--- src/rtl/sprite_pkg.sv ---
// Shared types and helpers for the sprite grid mover: coordinate sizing,
// move directions, FSM states and the sprite-select decoder.
package sprite_pkg;

    localparam int COORD_W     = 10;
    localparam int NUM_SPRITES = 4;
    localparam int ID_W        = $clog2(NUM_SPRITES);

    typedef enum logic [1:0] {DIR_UP, DIR_DOWN, DIR_LEFT, DIR_RIGHT} dir_t;
    typedef enum logic {IDLE, MOVE} state_t;

    // Index of the lowest set select bit; 0 when nothing is selected.
    function automatic logic [ID_W-1:0] lowest_set(input logic [NUM_SPRITES-1:0] s);
        lowest_set = '0;
        for (int i = NUM_SPRITES - 1; i >= 0; i--) begin
            if (s[i]) lowest_set = ID_W'(i);
        end
    endfunction

endpackage

--- src/rtl/btn_edge_detect.sv ---
// Registered rising-edge detector for the four direction buttons, followed by
// a fixed-priority pick (up > down > left > right) of a single direction.
module btn_edge_detect
    import sprite_pkg::*;
(
    input  logic       clk,
    input  logic       reset,
    input  logic [3:0] btn_i,    // {right, left, down, up}
    output logic       valid_o,
    output logic [1:0] dir_o
);

    logic [3:0] prev_q;
    logic [3:0] edge_q;

    // prev resets high so a button already held at reset release never fires.
    always_ff @(posedge clk or posedge reset) begin
        if (reset) begin
            prev_q <= '1;
            edge_q <= '0;
        end else begin
            edge_q <= btn_i & ~prev_q;
            prev_q <= btn_i;
        end
    end

    always_comb begin
        valid_o = |edge_q;
        dir_o   = DIR_RIGHT;
        if (edge_q[0])      dir_o = DIR_UP;
        else if (edge_q[1]) dir_o = DIR_DOWN;
        else if (edge_q[2]) dir_o = DIR_LEFT;
    end

endmodule

--- src/rtl/sprite_grid_mover.sv ---
// Converts button edges into one-cell glides of the selected sprite, one pixel
// per frame tick, with a single-entry buffer for a request made mid-glide.
module sprite_grid_mover
    import sprite_pkg::*;
#(
    parameter int GRID  = 20,
    parameter int X_MIN = 10,
    parameter int X_MAX = 630,
    parameter int Y_MIN = 10,
    parameter int Y_MAX = 470,
    parameter logic [39:0] INIT_X = {10'd320, 10'd510, 10'd400, 10'd95},
    parameter logic [39:0] INIT_Y = {10'd200, 10'd85, 10'd400, 10'd85}
) (
    input  logic        clk,
    input  logic        reset,
    input  logic        btn_up,
    input  logic        btn_down,
    input  logic        btn_left,
    input  logic        btn_right,
    input  logic [3:0]  sel,
    input  logic        frame_tick,
    output logic [39:0] pos_x,
    output logic [39:0] pos_y,
    output logic        busy,
    output logic [1:0]  moving_id
);

    localparam int REM_W = $clog2(GRID + 1);

    logic                                  edge_vld;
    logic [1:0]                            edge_dir;
    state_t                                state_q, state_d;
    logic [NUM_SPRITES-1:0][COORD_W-1:0]   px_q, px_d, py_q, py_d;
    logic                                  pend_vld_q, pend_vld_d;
    dir_t                                  pend_dir_q, pend_dir_d, dir_q, dir_d;
    logic [ID_W-1:0]                       pend_id_q, pend_id_d, id_q, id_d;
    logic [REM_W-1:0]                      rem_q, rem_d;
    logic                                  busy_q, busy_d;

    logic            req_vld, src_vld, legal;
    dir_t            src_dir;
    logic [ID_W-1:0] req_id, src_id;
    logic [COORD_W:0] cur_x, cur_y;

    btn_edge_detect u_edge (
        .clk     (clk),
        .reset   (reset),
        .btn_i   ({btn_right, btn_left, btn_down, btn_up}),
        .valid_o (edge_vld),
        .dir_o   (edge_dir)
    );

    // A fresh request takes precedence over the buffered one when launching.
    always_comb begin
        req_vld = edge_vld & (|sel);
        req_id  = lowest_set(sel);
        src_vld = req_vld | pend_vld_q;
        src_dir = req_vld ? dir_t'(edge_dir) : pend_dir_q;
        src_id  = req_vld ? req_id : pend_id_q;
        cur_x   = {1'b0, px_q[src_id]};
        cur_y   = {1'b0, py_q[src_id]};
        legal   = 1'b0;
        case (src_dir)
            DIR_UP:    legal = cur_y >= (COORD_W+1)'(Y_MIN + GRID);
            DIR_DOWN:  legal = cur_y + (COORD_W+1)'(GRID) <= (COORD_W+1)'(Y_MAX);
            DIR_LEFT:  legal = cur_x >= (COORD_W+1)'(X_MIN + GRID);
            DIR_RIGHT: legal = cur_x + (COORD_W+1)'(GRID) <= (COORD_W+1)'(X_MAX);
            default:   legal = 1'b0;
        endcase
    end

    always_comb begin
        state_d    = state_q;
        px_d       = px_q;
        py_d       = py_q;
        pend_vld_d = pend_vld_q;
        pend_dir_d = pend_dir_q;
        pend_id_d  = pend_id_q;
        dir_d      = dir_q;
        id_d       = id_q;
        rem_d      = rem_q;
        busy_d     = busy_q;
        case (state_q)
            IDLE: begin
                if (src_vld) begin
                    pend_vld_d = 1'b0;
                    if (legal) begin
                        state_d = MOVE;
                        dir_d   = src_dir;
                        id_d    = src_id;
                        rem_d   = REM_W'(GRID);
                        busy_d  = 1'b1;
                    end
                end
            end
            MOVE: begin
                if (req_vld) begin
                    pend_vld_d = 1'b1;
                    pend_dir_d = dir_t'(edge_dir);
                    pend_id_d  = req_id;
                end
                if (frame_tick) begin
                    case (dir_q)
                        DIR_UP:    py_d[id_q] = py_q[id_q] - COORD_W'(1);
                        DIR_DOWN:  py_d[id_q] = py_q[id_q] + COORD_W'(1);
                        DIR_LEFT:  px_d[id_q] = px_q[id_q] - COORD_W'(1);
                        DIR_RIGHT: px_d[id_q] = px_q[id_q] + COORD_W'(1);
                        default:   ;
                    endcase
                    rem_d = rem_q - REM_W'(1);
                    if (rem_q == REM_W'(1)) begin
                        state_d = IDLE;
                        busy_d  = 1'b0;
                    end
                end
            end
            default: state_d = IDLE;
        endcase
    end

    always_ff @(posedge clk or posedge reset) begin
        if (reset) begin
            state_q    <= IDLE;
            px_q       <= INIT_X;
            py_q       <= INIT_Y;
            pend_vld_q <= 1'b0;
            pend_dir_q <= DIR_UP;
            pend_id_q  <= '0;
            dir_q      <= DIR_UP;
            id_q       <= '0;
            rem_q      <= '0;
            busy_q     <= 1'b0;
        end else begin
            state_q    <= state_d;
            px_q       <= px_d;
            py_q       <= py_d;
            pend_vld_q <= pend_vld_d;
            pend_dir_q <= pend_dir_d;
            pend_id_q  <= pend_id_d;
            dir_q      <= dir_d;
            id_q       <= id_d;
            rem_q      <= rem_d;
            busy_q     <= busy_d;
        end
    end

    assign pos_x     = px_q;
    assign pos_y     = py_q;
    assign busy      = busy_q;
    assign moving_id = id_q;

endmodule

--- config.mk ---
export PLATFORM = sky130hd
export DESIGN_NAME = sprite_grid_mover
export DESIGN_NICKNAME = d
export VERILOG_FILES = /design/src/rtl/sprite_pkg.sv /design/src/rtl/btn_edge_detect.sv /design/src/rtl/sprite_grid_mover.sv
export SDC_FILE = /design/constraint.sdc
export NUM_CORES = 1
export LEC_CHECK = 0
export ABC_CLOCK_PERIOD_IN_PS = 6700
export BUFFER_PORTS_ARGS = -buffer_cell sky130_fd_sc_hd__buf_2
export CORE_ASPECT_RATIO = 0.5
export CORE_MARGIN = 5
export CORE_UTILIZATION = 40
export CTS_CLUSTER_DIAMETER = 60
export DETAILED_ROUTE_END_ITERATION = 16
export MAX_ROUTING_LAYER = met4
export PLACE_DENSITY_LB_ADDON = 0.3
export SLEW_MARGIN = 10
export SYNTH_ARGS = -nofsm -noshare
export SYNTH_HDL_FRONTEND = slang
export SYNTH_SLANG_ARGS = --single-unit
--- constraint.sdc ---
create_clock -name clk -period 6.7 [get_ports clk]
set_input_delay 0.67 -clock clk [delete_from_list [all_inputs] [get_ports clk]]
set_output_delay 0.67 -clock clk [all_outputs]
set_load 0.1 [all_outputs]
==> run metrics, run 1 <==
die footprint=0.01938 mm²; post-DR vias/cell=5.620; total wire length=17280 µm; RSZ-0062 raised after global routing=no; critical path arrival=4.11 ns; Pre-antenna DRT Iters=5; num ports=94; vias in the first global route=5170; gr usage total=0.1898; Slew @ Worst Pin=1.200 ns; core box area=0.01631 mm²; share of the synthesized area in the top cell type=0.2533; #FFs+latches synth=104; Nets=676; Critical Path Sink Type=register; post-synthesis sequential area ratio=0.4002; Max-Slew Margin vs Limit=0.1962; CP Launch Type=register; list of most frequent post-synthesis cells=mux2_2, dfrtp_1, mux2i_1; fin util=0.4595; Bufs and invs on worst path=2; FFs w/ async S/R, synth=1.000; width of the die=191.9 µm; H-tree levels=3; largest net degree at the start of global routing=55; Slowest Stage Delay on Critical Path=0.57 ns; status=complete, no violations; total congestion overflow=0; Critical-path top delay cell=or4_4; Final GP Congestion=0.9305; syn nets=590; Root Buffer=clkbuf_16; post-CTS sizing=0; clock buffer depth=2; Max FO, Critical Path=26; yosys warns=0; Setup Buffers After CTS=0; initial drt markers=437; via count=4996; Post-DRT Antenna Nets=0; Min-Delay Path Class=in -> async; crit-path cells=or4_4 -> o21ai_2 -> nand2_4 -> mux2i_1 -> mux2_4 -> inv_1 -> ha_1 -> inv_1 -> a221oi_1 -> a41oi_1 -> or3b_1 -> o211ai_2 -> a211o_4 -> nand2_4 -> mux2_4; Final setup viols=0; Avg Synthesized Cell Area=11.59 µm²; Period Utilization, post-route=0.5787; Die Y=101.0 µm; first-pass GRT wire length=28300 µm; most common cell in the synthesized netlist=mux2_2; Antenna diodes=0; Synth area leader=dfrtp_1; Syn Inst Count=571; DR WL/cell=19.44 µm; Synth cell types=78; Hold-fix buffers, CTS=0; Remaining DRCs=0; Post-synth EDFFs=0; Fill cells=1528; CTS tree=done; FMAX=0.2579 GHz; top cells by area, synth=dfrtp_1, dfstp_2, mux2_2, mux4_2, mux2i_1; prevailing post-synth register cell=dfrtp_1; setup_tns=0 ns; Starting Density=0.4058; Final Max Slew Viols=0; clock slew at reported path FFs=0.07 ns; final hold vios=0; layout cells sized above 1=0.4411; min Tclk post-route=3.877 ns; # port buffers=93; max_cap viols=0; clock buffer count from CTS=9; num rows=33; Skew-Pair Late Insertion Delay=0.35 ns; type of the worst setup path=reg -> reg; CP required=6.93 ns; area grow syn2layout=13.23%; CTS sink count=104; hpwl dp=12590 µm; Worst Skew=0.01046 ns; initial antenna violation count=0; synthesized area=0.006619 mm²; cell family with most CP delay=simple AND/OR/NAND/NOR gates
worst register-to-register path, stage by stage (launching register included):
cell      delay, ns
dfrtp_1        0.42
or4_4          0.57
o21ai_2        0.19
nand2_4        0.34
mux2i_1        0.21
mux2_4         0.29
inv_1          0.06
ha_1           0.17
inv_1          0.10
a221oi_1       0.24
a41oi_1        0.07
or3b_1         0.20
o211ai_2       0.09
a211o_4        0.38
nand2_4        0.12
mux2_4         0.31
sequential cells by signal, summed over array words and instances (netlist names), named ones only:
signal         count
rem_q              5
busy               1
u_edge.edge_q      4
pend_vld_q         1
pend_dir_q         2
pos_y             36
pos_x             36
dir_q              2
moving_id          2
pend_id_q          2
state_q            1
u_edge.prev_q      4
area by class of cell:
cell class | count | area [µm²] | area share
multi-input cells | 426 | 3712 | 0.4953
clock buffers | 13 | 250.2 | 0.03339
clock inverters | 3 | 17.52 | 0.002337
well taps | 227 | 284.0 | 0.03790
repair buffers | 100 | 518.0 | 0.06912
flip-flops and latches | 104 | 2650 | 0.3536
inverters | 16 | 62.56 | 0.008347
metrics by stage:
stage	hold WS, ns	worst slack, ns	cells	cell area, µm²
2_1_floorplan	0.4637	2.924	571	6619
3_3_place_gp	0.4769	2.608	873	7227
3_5_place_dp	0.4757	2.493	873	7227
4_1_cts	0.4132	2.836	889	7495
5_1_grt	0.4082	2.545	889	7495
6_report	0.3948	2.823	889	7495
cell families after synthesis:
kind of cell	after synthesis	share of synthesized area
flip-flops	104	0.4002
AO/OA/AOI/OAI	92	0.1042
buffers and inverters	41	0.04234
XOR/XNOR	25	0.03308
multiplexers	142	0.2715
AND/OR/NAND/NOR	159	0.1337
adder cells (fa/ha/maj)	8	0.01512
final timing paths:
path / start / slack, ns / cells past startpoint / endpoint
worst max register to register: u_edge.edge_q[2] / 2.82 / 15 / moving_id[0]
worst max-delay path: u_edge.edge_q[2] / 2.82 / 15 / moving_id[0]
worst min-delay path: reset / 0.39 / 2 / pos_y[25]
max in group asynchronous: reset / 5.16 / 3 / moving_id[0]
worst min register to register: u_edge.prev_q[1] / 0.49 / 1 / u_edge.edge_q[1]
min in group clk: btn_up / 0.42 / 1 / u_edge.prev_q[0]
cell usage in the layout (no fill, tap or decap), types with 3 or more instances in the layout:
cell        n
o21ai_0    13
and3_1      4
clkbuf_16   9
mux4_2     20
ha_1        8
inv_1      15
o22ai_1     3
a21oi_1    23
mux2i_1    42
xor2_1     11
buf_2      93
nor4_1      3
xnor2_1    14
nor3_1     23
nor3_2      5
o211ai_1    4
buf_4       7
nand2_1    35
a31oi_1     3
dfstp_2    37
a211oi_1    7
nand3_1    13
a21boi_0    4
nor2_1     35
mux2_4      6
mux2_2     73
clkbuf_1    3
nor2b_1     8
or3_1       3
dfrtp_1    66
o311ai_1    3
routing by layer:
| layer | part of all wire | up-vias | routed length (µm) | track usage |
|---|---|---|---|---|
| met5 | 0 | - | 0 | - |
| met3 | 0.050 | 27 | 860 | 0.04048 |
| li1 | - | 2313 | - | - |
| met1 | 0.46 | 2508 | 7914 | 0.2444 |
| met2 | 0.47 | 148 | 8131 | 0.3024 |
| met4 | 0.022 | 0 | 372 | 0.06012 |
Power of run 1 is not shown: default switching activity piles up to over one toggle a cycle in this logic, so the estimate is an artifact.
==> run 2: changes to the inputs <==
--- a/config.mk
+++ b/config.mk
@@ -5,7 +5,8 @@
 export SDC_FILE = /design/constraint.sdc
 export NUM_CORES = 1
 export LEC_CHECK = 0
-export ABC_CLOCK_PERIOD_IN_PS = 6700
+export ABC_AREA = 1
+export ABC_CLOCK_PERIOD_IN_PS = 3900
 export BUFFER_PORTS_ARGS = -buffer_cell sky130_fd_sc_hd__buf_2
 export CORE_ASPECT_RATIO = 0.5
 export CORE_MARGIN = 5
==> constraint.sdc (replaced) <==
create_clock -name clk -period 3.9 [get_ports clk]
set_input_delay 0.39 -clock clk [delete_from_list [all_inputs] [get_ports clk]]
set_output_delay 0.39 -clock clk [all_outputs]
set_load 0.1 [all_outputs]
==> run 2 against run 1 <==
Cell count rose by 40%; maximum frequency up 19%; non-clock buffer count increased by 15; worst hold slack got worse by 0.24 ns; flip-flop and latch count unchanged; register-to-register slack got worse by 2.2 ns; cell area up 0.82%; utilization grew 0.61 points.
==> run metrics, run 2 <==
status=complete, no violations; Die Y=100.6 µm (-0.40%); Min-Delay Path Class=in -> reg; yosys warns=0 (unchanged); Slew @ Worst Pin=0.8961 ns (-0.3044 ns); DR WL/cell=15.50 µm (-20%); met1 WL=9333 µm (+18%); via count=6420 (+29%); crit-path cells=nor2_2 -> nand2_2 -> nand2_4 -> nand2_2 -> nand2_1 -> buf_4 -> nand2_1 -> nand3_1 -> nand2_1 -> ha_1 -> inv_1 -> nand3_2 -> nand3_1 -> nand2_1 -> nor2_1 -> nand2_1 -> nor2_1 -> nor2_1 -> nor2_1 -> nand2_2 -> nand2_4 -> nand2_1 -> nand2_1 -> nand2_1; Post-DRT Antenna Nets=0 (unchanged); Skew-Pair Late Insertion Delay=0.35 ns (about the same); Starting Density=0.4043 (-0.001559); Remaining DRCs=0 (unchanged); CP Launch Type=register; Reg2Reg Setup Slack=0.63 ns (-2.19 ns); initial antenna violation count=0 (unchanged); post-synthesis sequential area ratio=0.4038 (+0.003587); Post-synth EDFFs=0 (unchanged); Hold-fix buffers, CTS=0 (unchanged); FFs w/ async S/R, synth=1.000 (unchanged); RSZ-0062 raised after global routing=no; num ports=94 (unchanged); Bufs and invs on worst path=2 (unchanged); #FFs+latches synth=104 (unchanged); Hold Crit Start=btn_left; Setup Buffers After CTS=0 (unchanged); first-pass GRT wire length=32290 µm (+14%); WL met3=1137 µm (+32%); Syn Inst Count=922 (+61%); Period Utilization, post-route=0.8382 (+0.2595); type of the worst setup path=reg -> reg; most used cell, CP=nand2_1; setup_tns=0 ns (unchanged); total wire length=19310 µm (+12%); Hold EP=u_edge.prev_q[2]; die footprint=0.01922 mm² (-0.82%); hpwl dp=14450 µm (+15%); layout cells sized above 1=0.1953 (-0.2458); Synth area leader=dfrtp_1; Slowest Stage Delay on Critical Path=0.38 ns (-0.19 ns); hold path depth=1; Final GP Congestion=0.9537 (+2.5%); width of the die=191.1 µm (-0.42%); clock slew at reported path FFs=0.07 ns (about the same); most common cell after layout, fill and taps aside=nand2_1; top cells by area, synth=dfrtp_1, dfstp_2, nand2_1, nand3_1, inv_1; share of the synthesized area in the top cell type=0.2556 (+0.002271); list of most frequent post-synthesis cells=nand2_1, inv_1, nand3_1; CTS sink count=104 (unchanged); vias in the first global route=6163 (+19%); CTS tree=done; synthesized area=0.006560 mm² (-0.89%); Pre-antenna DRT Iters=5 (unchanged); Final Max Slew Viols=0 (unchanged); Root Buffer=clkbuf_16; clock buffer depth=2 (unchanged); Avg Synthesized Cell Area=7.115 µm² (-39%); max_cap viols=0 (unchanged); H-tree levels=3 (unchanged); Fill cells=1615 (+5.7%); critical path arrival=3.51 ns (-0.60 ns); Max-Slew Margin vs Limit=0.4004 (+0.2042); Critical Path Sink Type=register; largest net degree at the start of global routing=59 (+7.3%); gr usage total=0.2140 (+0.02421); num rows=33 (unchanged); Max FO, Critical Path=21 (-19%); most common cell in the synthesized netlist=nand2_1; DR top layer=met4; met2 WL=8639 µm (+6.2%); prevailing post-synth register cell=dfrtp_1; syn nets=941 (+59%); Worst Skew=0.009091 ns (-0.001365 ns); final hold vios=0 (unchanged); core box area=0.01623 mm² (-0.51%); area grow syn2layout=15.18%; cell family with most CP delay=simple AND/OR/NAND/NOR gates; # port buffers=93 (unchanged); initial drt markers=595 (+36%); reg2reg end=rem_q[4]; Worst Reg-to-Reg Cells=24 (+9); CP required=4.14 ns (-2.79 ns); total congestion overflow=0 (unchanged); clock buffer count from CTS=9 (unchanged); Antenna diodes=0 (unchanged); Final setup viols=0 (unchanged); Reg-to-Reg Start=u_edge.edge_q[1]; most frequent cells in the layout=nand2_1, inv_1, nand3_1; Nets=1033 (+53%); Synth cell types=39 (-50%); FMAX=0.3059 GHz (+19%); min Tclk post-route=3.269 ns (-0.6081 ns); Critical-path top delay cell=dfrtp_1; post-CTS sizing=0 (unchanged); post-DR vias/cell=5.152 (-8.3%)
==> run 2: cell type report <==
class	count	area (µm²)	share of cell area
clock inverter	5	31.28	0.004140
clock buffer	11	252.7	0.03345
tap	227	284.0	0.03759
inverter	144	545.5	0.07220
timing repair buffer	115	630.6	0.08346
multi-input combinational	640	3163	0.4186
sequential	104	2649	0.3506
==> run 2: cell families (layout without fill, tap and decap cells) <==
kind of cell | after synthesis | count (layout) | synth area share
and+or+nand+nor | 439 | 439 | 0.2911
buffers and inverters | 178 | 275 | 0.1141
AOI/OAI and AO/OA | 177 | 177 | 0.1545
DFF | 104 | 104 | 0.4038
xor gates and xnor gates | 16 | 16 | 0.02136
adders and majority gates | 8 | 8 | 0.01526
==> run 2: worst max-delay path by stage <==
stage                     start        end  cells past startpoint
2_1_floorplan      moving_id[1]   pos_x[8]                     13
3_3_place_gp             sel[2]   rem_q[4]                     25
3_5_place_dp             sel[1]   rem_q[4]                     25
4_1_cts        u_edge.edge_q[1]   rem_q[2]                     24
5_1_grt            moving_id[0]  pos_x[16]                     15
6_report       u_edge.edge_q[1]   rem_q[4]                     24
==> run 2: per-layer routing <==
| metal | vias up | global-route usage |
|---|---|---|
| li1 | 3178 | - |
| met1 | 3011 | 0.2969 |
| met2 | 211 | 0.3332 |
| met3 | 20 | 0.03633 |
| met4 | 0 | 0.04578 |
| met5 | - | - |
==> run 2: stage by stage <==
step	util	std cells	hold WS, ns	setup WS, ns	area (µm²)
6_report	0.4656	1246	0.1531	0.6311	7556
5_1_grt	0.4656	1246	0.1382	0.2830	7556
4_1_cts	0.4656	1246	0.1446	0.6697	7556
3_5_place_dp	0.4481	1230	0.4804	0.5738	7272
3_3_place_gp	0.4481	1230	0.4747	0.6709	7272
2_1_floorplan	-	922	0.3945	0.8033	6560
Power of run 2 is left out for the same reason.
